`src/rtl/cpu_fetch_pkg.sv`:
```
// Shared types for the instruction prefetch stage: FSM states, FIFO entry, default PC step.
package cpu_fetch_pkg;

  typedef enum logic [1:0] {
    IDLE = 2'd0,
    WAIT = 2'd1,
    DROP = 2'd2
  } fetch_state_t;

  typedef struct packed {
    logic [15:0] instr;
    logic [31:0] pc;
  } fetch_entry_t;

  localparam logic [31:0] DEFAULT_PC_STEP = 32'd2;

endpackage

```
`src/rtl/fetch_fifo.sv`:
```
// DEPTH-entry synchronous FIFO of fetch entries; flush overrides push and pop.
module fetch_fifo
  import cpu_fetch_pkg::*;
#(
  parameter int DEPTH = 4
) (
  input  logic                       clk,
  input  logic                       reset,
  input  logic                       push,
  input  fetch_entry_t               wdata,
  input  logic                       pop,
  input  logic                       flush,
  output fetch_entry_t               rdata,
  output logic [$clog2(DEPTH):0]     count,
  output logic                       full,
  output logic                       empty
);

  localparam int AW = $clog2(DEPTH);
  localparam int CW = AW + 1;
  localparam logic [CW-1:0] DEPTH_C = CW'(DEPTH);

  fetch_entry_t  mem [DEPTH];
  logic [AW-1:0] wr_ptr;
  logic [AW-1:0] rd_ptr;
  logic [CW-1:0] cnt;

  always_ff @(posedge clk) begin
    if (reset) begin
      wr_ptr <= '0;
      rd_ptr <= '0;
      cnt    <= '0;
      for (int i = 0; i < DEPTH; i++) mem[i] <= '0;
    end else if (flush) begin
      wr_ptr <= '0;
      rd_ptr <= '0;
      cnt    <= '0;
    end else begin
      if (push) begin
        mem[wr_ptr] <= wdata;
        wr_ptr      <= wr_ptr + AW'(1);
      end
      if (pop) rd_ptr <= rd_ptr + AW'(1);
      cnt <= cnt + CW'(push) - CW'(pop);
    end
  end

  // Head is read straight from storage so outputs never see the memory bus.
  assign rdata = mem[rd_ptr];
  assign count = cnt;
  assign full  = (cnt == DEPTH_C);
  assign empty = (cnt == '0);

endmodule

```
`src/rtl/instr_prefetch.sv`:
```
// Instruction prefetch: req/ack fetch into a small FIFO, valid/ready to the datapath, redirect flush.
// Optional perf counters with `define PREFETCH_PERF_EN.
//
// state | meaning
// IDLE  | no request outstanding
// WAIT  | request outstanding, result will be kept
// DROP  | request outstanding, result will be discarded (redirected meanwhile)
module instr_prefetch
  import cpu_fetch_pkg::*;
#(
  parameter int          DEPTH    = 4,
  parameter logic [31:0] PC_STEP  = DEFAULT_PC_STEP,
  parameter logic [31:0] RESET_PC = 32'h0
) (
  input  logic        clk,
  input  logic        reset,
  output logic        imem_req,
  output logic [31:0] imem_addr,
  input  logic        imem_ack,
  input  logic [15:0] imem_rdata,
  output logic        instr_valid,
  output logic [15:0] instr,
  output logic [31:0] instr_pc,
  input  logic        instr_ready,
  input  logic        redirect,
  input  logic [31:0] redirect_pc
`ifdef PREFETCH_PERF_EN
  ,
  output logic [31:0] perf_fetches,
  output logic [31:0] perf_flushes
`endif
);

  localparam int CW = $clog2(DEPTH) + 1;
  localparam logic [CW-1:0] DEPTH_C = CW'(DEPTH);

  fetch_state_t  state, state_nxt;
  logic [31:0]   fetch_pc, fetch_pc_nxt;
  logic          push, pop, flush;
  logic [CW-1:0] count, cnt_after;
  logic          full, empty;
  fetch_entry_t  head, wentry;

  assign wentry = '{instr: imem_rdata, pc: fetch_pc};

  fetch_fifo #(.DEPTH(DEPTH)) u_fifo (
    .clk   (clk),
    .reset (reset),
    .push  (push),
    .wdata (wentry),
    .pop   (pop),
    .flush (flush),
    .rdata (head),
    .count (count),
    .full  (full),
    .empty (empty)
  );

  always_ff @(posedge clk) begin
    if (reset) begin
      state    <= IDLE;
      fetch_pc <= RESET_PC;
    end else begin
      state    <= state_nxt;
      fetch_pc <= fetch_pc_nxt;
    end
  end

  always_comb begin
    state_nxt    = state;
    fetch_pc_nxt = fetch_pc;
    push         = 1'b0;
    flush        = 1'b0;
    pop          = !empty && instr_ready && !redirect;
    cnt_after    = count + CW'(1) - CW'(pop);
    unique case (state)
      IDLE: if (!full) state_nxt = WAIT;
      WAIT: begin
        if (imem_ack) begin
          push         = 1'b1;
          fetch_pc_nxt = fetch_pc + PC_STEP;
          state_nxt    = (cnt_after < DEPTH_C) ? WAIT : IDLE;
        end
      end
      DROP: if (imem_ack) state_nxt = WAIT;
      default: state_nxt = IDLE;
    endcase
    // Redirect wins: an ack completing now frees the bus, otherwise wait out the stale one.
    if (redirect) begin
      flush        = 1'b1;
      push         = 1'b0;
      fetch_pc_nxt = redirect_pc;
      state_nxt    = (state == IDLE || imem_ack) ? WAIT : DROP;
    end
  end

  assign imem_req    = (state == WAIT) || (state == DROP);
  assign imem_addr   = fetch_pc;
  assign instr_valid = !empty;
  assign instr       = head.instr;
  assign instr_pc    = head.pc;

`ifdef PREFETCH_PERF_EN
  always_ff @(posedge clk) begin
    if (reset) begin
      perf_fetches <= '0;
      perf_flushes <= '0;
    end else begin
      if (push)     perf_fetches <= perf_fetches + 32'd1;
      if (redirect) perf_flushes <= perf_flushes + 32'd1;
    end
  end
`endif

endmodule

```
`config.mk`:
```
export PLATFORM = sky130hd
export DESIGN_NAME = instr_prefetch
export DESIGN_NICKNAME = d
export VERILOG_FILES = /design/src/rtl/cpu_fetch_pkg.sv /design/src/rtl/fetch_fifo.sv /design/src/rtl/instr_prefetch.sv
export SDC_FILE = /design/constraint.sdc
export NUM_CORES = 1
export LEC_CHECK = 0
export CORE_AREA = 2 2 184 150
export CTS_BUF_LIST = sky130_fd_sc_hd__clkbuf_16
export CTS_CLUSTER_DIAMETER = 40
export DETAILED_ROUTE_END_ITERATION = 8
export DIE_AREA = 0 0 186 152
export SLEW_MARGIN = 5
export SYNTH_ARGS = -nofsm -noshare
export SYNTH_HDL_FRONTEND = slang
export SYNTH_SLANG_ARGS = --single-unit
```
`constraint.sdc`:
```
create_clock -name clk -period 6.25 [get_ports clk]
set_clock_uncertainty 0.15 [all_clocks]
set_input_delay 0.625 -clock clk [delete_from_list [all_inputs] [get_ports clk]]
set_output_delay 0.625 -clock clk [all_outputs]
set_load 0.02 [all_outputs]
```
==> results.md, run 1 <==
Run status:
- The run finished with clean final reports.

Synth:
- The dominant combinational cell family by area after synthesis is simple AND/OR/NAND/NOR gates.
- Summing the areas of all compound-gate instances in the mapped netlist gives about 4.4% of the synthesized area.
- The number of synthesis warnings is 0.
- The synthesized-area fraction occupied by adder cells is 1.147%.
- After synthesis the netlist holds a flip-flop and latch count of approximately 240.
- Of the post-synthesis cell area, the part taken by muxes is 10.42%.
- The average cell area after synthesis is between 10 and 15 um^2.
- After synthesis, the cell types taking the most area are sky130_fd_sc_hd__edfxtp_1 55%, sky130_fd_sc_hd__mux4_2 10%, sky130_fd_sc_hd__dfxtp_1 8.2%.
- The number of flops mapped to enable cells by yosys is 192.
- The synthesized netlist devotes under 10% of its cell area to XOR and XNOR gates.
- sky130_fd_sc_hd__edfxtp_1 is the most common cell in the netlist.
- The post-synthesis net count is between 800 and 900.
- In the synthesized netlist, the number of instances is around 810.
- The summed instance area of the synthesized netlist is ~10000 um^2.
- The top cell type by total area after synthesis is sky130_fd_sc_hd__edfxtp_1.
- Summing the sequential cell areas from Yosys gives roughly 63% of the chip area.
- Summed over its instances, the top area cell type makes up between 50% and 60% of the synthesized netlist area.
- After synthesis, the share of flip-flops with an asynchronous set or reset is 0%.
- Ranked by instance count, the synthesized netlist is headed by 192 x sky130_fd_sc_hd__edfxtp_1, 146 x sky130_fd_sc_hd__nor2_1, 65 x sky130_fd_sc_hd__nand2_1.
- The simple-gate portion of the synthesized area is 14.94%.
- The count of unique library cells instantiated by Yosys is between 50 and 60.
- The most used flip-flop cell after synthesis is sky130_fd_sc_hd__edfxtp_1.

Clocking:
- Buffers added to address setup during post-CTS repair amount to 0.
- The clock net in this run drives a total of roughly 240 sinks.
- At the later pin of the worst-skew pair, clock insertion delay measures between 0.5 and 0.6 ns.
- The largest buffer count on any clock path is 3.
- The H-tree depth is 1.
- After clock tree synthesis, the clock-pin slew on the worst setup and hold paths is around 0.060 ns.
- The CTS tree is built.
- The root buffer selected by CTS is sky130_fd_sc_hd__clkbuf_16.
- The number of buffers created by CTS is 30.
- After clock tree synthesis, the flow added hold-fix buffers numbering 0.
- The post-CTS resize count is 0.

Drt:
- The via-per-instance ratio is between 5 and 6.
- The total number of vias is 6976.
- The sum of routed wire length over all layers is ~27000 um.
- The routed length per instance is ~20 um.
- The detailed router finished its first iteration with just under 600 violations.
- For this run, design rule violations remaining after detail routing come to 0.
- The number of iterations in the first detailed-routing pass is 5.
- The remaining antenna violation count after routing is 0.

STA:
- The number of hold violations in the final report is 0.
- The aggregate negative setup slack is 0 ns.
- The number of pins exceeding their max-slew limit in the final report was 0.
- In this run the tightest slew margin relative to its limit is between 20% and 30%.
- Setup violations remaining at the end of the flow were counted as 0.
- For the pin with the worst max-slew slack, the measured transition is around 1.1 ns.
- The routed design could run at a clock period as short as between 3 and 4 ns.
- The final period utilization is between 50% and 60%.
- Setup repair after global routing left no endpoint under its margin.
- The worst hold slack is 0.3647 ns.
- The maximum frequency from static timing analysis is between 200 and 300 MHz.

Power:
- Across the VDD grid, the largest voltage drop is between 0.2 and 0.25 mV.
- Power comes to roughly 0.0038 W.
- In this run the static leakage power is approximately 4.8 nW.
- Dividing total power by cell area gives a power density of 289.6 nW/um^2.

Floorplanning:
- For this configuration, the core starts out at a cell density of 39.24%.
- The floorplan step set the die width to 186 um.
- The number of core rows is 54.
- Pin placement for this block handled between 100 and 150 I/O pins.
- The vertical die dimension is 152 um.
- The standard cell core area is about 27000 um^2.
- The floorplan die area is between 20000 and 30000 um^2.

Finish:
- The area growth from synthesis to layout is 26.36%.
- The ratio of cells with drive above 1 in the final layout is 14.03%.
- The utilization of the core after routing is between 40% and 50%.
- After the last flow step, the layout net total stands at 1000.
- The number of antenna diodes in the final layout is 0.

Global route:
- The global-route wire length before repair is 42270 um.
- The pin count of the biggest net entering global routing is between 40 and 50.
- The number of antenna violations at the first check in global routing was 0.
- Across every metal layer, demand over resource in global routing totals between 15 and 20%.
- Summed over all layers, the global routing overflow is 0.
- The number of global-route vias before repair is slightly above 7000.

Run:
- Max-cap violations in this run came to 0.

Min path:
- The type of the tightest min-delay check is flop to flop.

Placed design:
- The last weighted congestion value of the routability-driven placer is approximately 0.8.
- After legalization and detailed placement, the total HPWL measured between 15000 and 20000 um.
- Buffers placed on the I/O ports in this run total approximately 130.

Setup path:
- The maximum fanout encountered on the critical timing path is 48.
- For the worst setup path, the data required time is about 5.5 ns.
- The critical path is of the flop to primary output type.
- The element type at the critical path end is a primary output.
- The worst setup path is launched from a flop.
- Data arrives at the worst endpoint at 2.91 ns.
==> power breakdown <==
group,internal [W],switching [W]
clock,0.00104,0.000704
combinational,0.000129,0.000154
sequential,0.00175,0.0000490
==> final timing paths <==
kind,endpoint,depth (start not counted),slack (ns),from
max,instr_pc[19],2,2.57,flop
min,state[1],2,0.36,state[1]
max reg2reg,u_fifo.mem[2][5],6,3.05,state[1]
min reg2reg,state[1],2,0.36,state[1]
==> layout make-up <==
class,count,area (um^2)
clock inverter,25,254.0
sequential,235,6631
inverter,58,217.7
fill,2344,13460
timing repair buffer,148,1459
clock buffer,31,775.7
tap,364,455.4
multi-input combinational,465,3438
==> per-layer routing <==
metal	part of all wire [%]	vias up	wire (um)	track usage [%]
met5	0	-	0	0
met4	2.6	0	709	5.624
met3	5.3	50	1421	2.852
met2	46	222	12470	30.09
met1	46	3488	12350	28.74
li1	-	3216	-	-
==> per-stage QoR <==
stage          instances  setup slack, ns  cell area (um^2)
2_1_floorplan        812           0.8326             10470
3_3_place_gp        1270            2.634             12200
3_5_place_dp        1270            2.530             12200
4_1_cts             1326            2.483             13230
5_1_grt             1326            2.403             13230
6_report            1326            2.566             13230
==> registers in the layout, indices dropped and copies added, names as in the netlist, named ones only <==
register and count:
u_fifo.rd_ptr 2, u_fifo.wr_ptr 2, state 2, u_fifo.mem 192, u_fifo.count 3, imem_addr 32
==> cells in the final DEF (no fill, tap or decap), types with 16 or more instances in the layout <==
cell | netlist | final
sky130_fd_sc_hd__edfxtp_1 | 192 | 192
sky130_fd_sc_hd__nor2_1 | 146 | 145
sky130_fd_sc_hd__clkdlybuf4s50_1 | 0 | 134
sky130_fd_sc_hd__nand2_1 | 65 | 63
sky130_fd_sc_hd__inv_1 | 57 | 59
sky130_fd_sc_hd__mux4_2 | 48 | 48
sky130_fd_sc_hd__and2_1 | 42 | 42
sky130_fd_sc_hd__dfxtp_1 | 43 | 41
sky130_fd_sc_hd__clkbuf_16 | 0 | 31
sky130_fd_sc_hd__nand3_1 | 17 | 17
sky130_fd_sc_hd__a311oi_1 | 16 | 16
==> critical path, cell delays in order (launching register included) <==
cell                              delay (ns)
sky130_fd_sc_hd__dfxtp_4                1.05
sky130_fd_sc_hd__mux4_2                 0.70
sky130_fd_sc_hd__clkdlybuf4s50_1        0.59
==> cell families after synthesis <==
group,Yosys count
XOR/XNOR,17
adder cells (fa/ha/maj),9
multiplexers,49
AND/OR/NAND/NOR,329
AO/OA/AOI/OAI,61
buffers and inverters,112
flip-flops,235
No activity file was read; power rests on OpenSTA's default activity.
==> inputs of run 2 (changes only) <==
clock period = 3.1 ns   (was 6.25 ns; I/O delays follow)
==> results.md, run 2 (synthesis results as in run 1) <==
Run status:
- The flow ran to the end, and the final reports show no timing, DRC or antenna violations.

Floorplanning:
- The standard cell core area is 26690 um^2 (unchanged).
- The floorplan die area came to 28270 um^2 (unchanged).
- The vertical die dimension is 152 um (unchanged).
- The effective utilization at floorplan is 39.24% (unchanged).
- The overall die width was 186 um (unchanged).
- The number of core rows was 54 (unchanged).
- The number of I/O pins is 135 (unchanged).

Run:
- The number of maximum-capacitance violations came to 0 (unchanged).

Setup path:
- The slowest stage of the critical path is the sky130_fd_sc_hd__mux4_2 cell.
- The data arrival time of the critical path is 2.51 ns (-0.40 ns).
- The worst stage delay on the critical path is 0.60 ns (-0.45 ns).
- The maximum fanout encountered on the critical timing path was 23 (-52%).
- Walking the worst path, the cells encountered are buf_12 > mux4_2 > clkdlybuf4s50_1.
- STA classifies the critical path endpoint as a primary output.
- The critical path data required time is 2.64 ns (-2.83 ns).
- The worst setup path is launched from a flop.
- The worst setup path is of the flop to primary output kind.

Placed design:
- The HPWL reported at the end of detailed placement came to 16930 um (+1.0%).
- The count of input and output buffers is 134 (unchanged).
- The pre-CTS setup slack is 0.3774 ns (-2.152 ns).
- The last weighted congestion value of the routability-driven placer is 0.7940 (-2.8%).

Clocking:
- Clock tree synthesis selected as its root buffer the cell sky130_fd_sc_hd__clkbuf_16.
- The H-tree depth is 1 (unchanged).
- The number of hold buffers added after CTS is 0 (unchanged).
- The post-CTS setup-driven buffer insertion count is 0 (unchanged).
- The post-CTS resize count is 0 (unchanged).
- The largest buffer count on any clock path is 3 (unchanged).
- TritonCTS built the clock tree.
- The CTS clock-pin slew for the worst setup and hold paths is 0.06 ns (about the same).
- The clock net sink count is 235 (unchanged).
- The latest clock arrival within the worst-skew pair is 0.54 ns (-0.02 ns).
- The number of buffers created by CTS was 30 (unchanged).

Power:
- The total net switching power came to 0.001758 W (+94%).
- The internal power of the cells is 0.005840 W (+100%).
- The post-route total power came to 0.007598 W (+98%).
- The switching power share of the total is 23.14% (-0.53 points).
- The combinational group share of total power is 7.9% (+0.5 points).
- The power per cell area was 566.4 nW/um^2 (+96%).
- The worst ir drop on vdd is 0.3906 mV (+58%).
- The sequential group share of total power was 47.8% (+0.8 points).
- The leakage power of the design is 4.893 nW (+2.3%).
- The share of total power in the clock network was 44.3% (-1.3 points).

Drt:
- The DRC violations left is 0 (unchanged).
- The routed length per instance is 19.79 um (-2.7%).
- The sum of routed wire length over all layers came to 26520 um (-1.6%).
- The via-per-instance ratio came to 5.240 (-0.41%).
- The total number of vias is 7021 (+0.65%).
- The remaining antenna violation count after routing is 0 (unchanged).
- The number of iterations in the first detailed-routing pass came to 5 (unchanged).
- The violation count after the first detailed-route iteration came to 684 (+15%).

Finish:
- The final layout net count is 1015 (+1.5%).
- The library cells used most frequently in the layout, excluding fill and tap cells, are 192 x sky130_fd_sc_hd__edfxtp_1, 145 x sky130_fd_sc_hd__nor2_1, 134 x sky130_fd_sc_hd__clkdlybuf4s50_1.
- u_fifo.mem holds more flip-flops than any other register.
- Leaving out fill and tap cells, the most frequent cell in the layout is sky130_fd_sc_hd__edfxtp_1.
- The register area is 6631 um^2 (unchanged).
- The ratio of cells with drive above 1 in the final layout is 14.55% (+0.52 points).
- Relative to the synthesized area, the layout overhead comes to 28.10%.
- The area used by multi-input combinational logic is 3443 um^2 (+0.15%).
- The flip-flop count of the largest register after layout was 192 (unchanged).
- The filler cell count in the final layout is 2314 (-1.3%).
- The number of diodes added for antenna fixing is 0 (unchanged).

STA:
- Static timing analysis puts the maximum clock frequency at roughly 340 MHz.
- The worst max-slew margin expressed relative to the limit is 51.74% (+22 points).
- The worst hold slack was 0.2105 ns (-0.1542 ns).
- The pin slew with the least headroom to its limit is 0.7240 ns (-0.3296 ns).
- The number of pins exceeding their max-slew limit in the final report is 0 (unchanged).
- Setup repair after global routing left no endpoint under its margin.
- The aggregate negative setup slack is 0 ns (unchanged).
- The count of final setup violators is 0 (unchanged).
- The number of hold violations in the final report is 0 (unchanged).
- The final worst-path setup slack is 0.1257 ns (-2.440 ns).
- The worst path uses between 90 and 100% of the clock period.
- The shortest period the worst path allows is approximately 3 ns.

Global route:
- The pin count of the biggest net entering global routing was 62 (+27%).
- The total track usage is 19.12% (-0.38 points).
- The number of global-route vias before repair is 6999 (-1.6%).
- The sum of overflow across all layers after global routing is 0 (unchanged).
- The number of antenna violations at the first check in global routing is 1 (+1).
- The global-route wire length before repair came to 41410 um (-2.0%).

Min path:
- In this run the worst hold path is classified as primary input to flop.
run 2: final timing paths:
path	startpoint	endpoint	slack (ns)	cells past startpoint
max	flop	instr_pc[9]	0.13	3
min	redirect_pc[16]	imem_addr[16]	0.21	3
max reg2reg	state[1]	imem_addr[22]	0.53	6
min reg2reg	u_fifo.rd_ptr[1]	flop	0.36	2
run 2: final cells by class:
class                           instances  area share, %
Sequential cell                       235          49.44
Clock inverter                         25          1.726
Clock buffer                           30          5.596
Inverter                               58          1.623
Timing Repair Buffer                  163          12.55
Tap cell                              364          3.395
Multi-Input combinational cell        465          25.67
run 2: per-layer routing:
| layer | global-route usage (%) | vias to the layer above | share of wire [%] |
|---|---|---|---|
| met5 | 0 | - | 0 |
| met4 | 4.574 | 0 | 1.9 |
| met3 | 2.876 | 33 | 6.4 |
| met2 | 29.03 | 248 | 45 |
| met1 | 28.94 | 3493 | 47 |
| li1 | - | 3247 | - |
run 2: through the flow:
| step | utilization [%] | area, um^2 | std cells |
|---|---|---|---|
| floorplan | - | 10500 | 812 |
| global placement | 46.58 | 12430 | 1285 |
| detailed placement | 46.58 | 12430 | 1285 |
| CTS | 50.26 | 13410 | 1340 |
| global route | 50.26 | 13410 | 1340 |
| finish | 50.26 | 13410 | 1340 |
run 2: power by group through the flow:
stage	Sequential (W)	Combinational [W]	Clock, W
finish	0.00363	0.000602	0.00337
floorplan	0.00369	0.000262	0
detailed placement	0.00369	0.000606	0
global route	0.00364	0.000645	0.00355
CTS	0.00363	0.000609	0.00342
global placement	0.00369	0.000604	0
run 2: worst max-delay path: cells and delay by family, from the launching register on:
kind / cells / cell delay, ns
buffers and inverters: 2 / 0.84
muxes: 1 / 0.60
DFF: 1 / 0.52
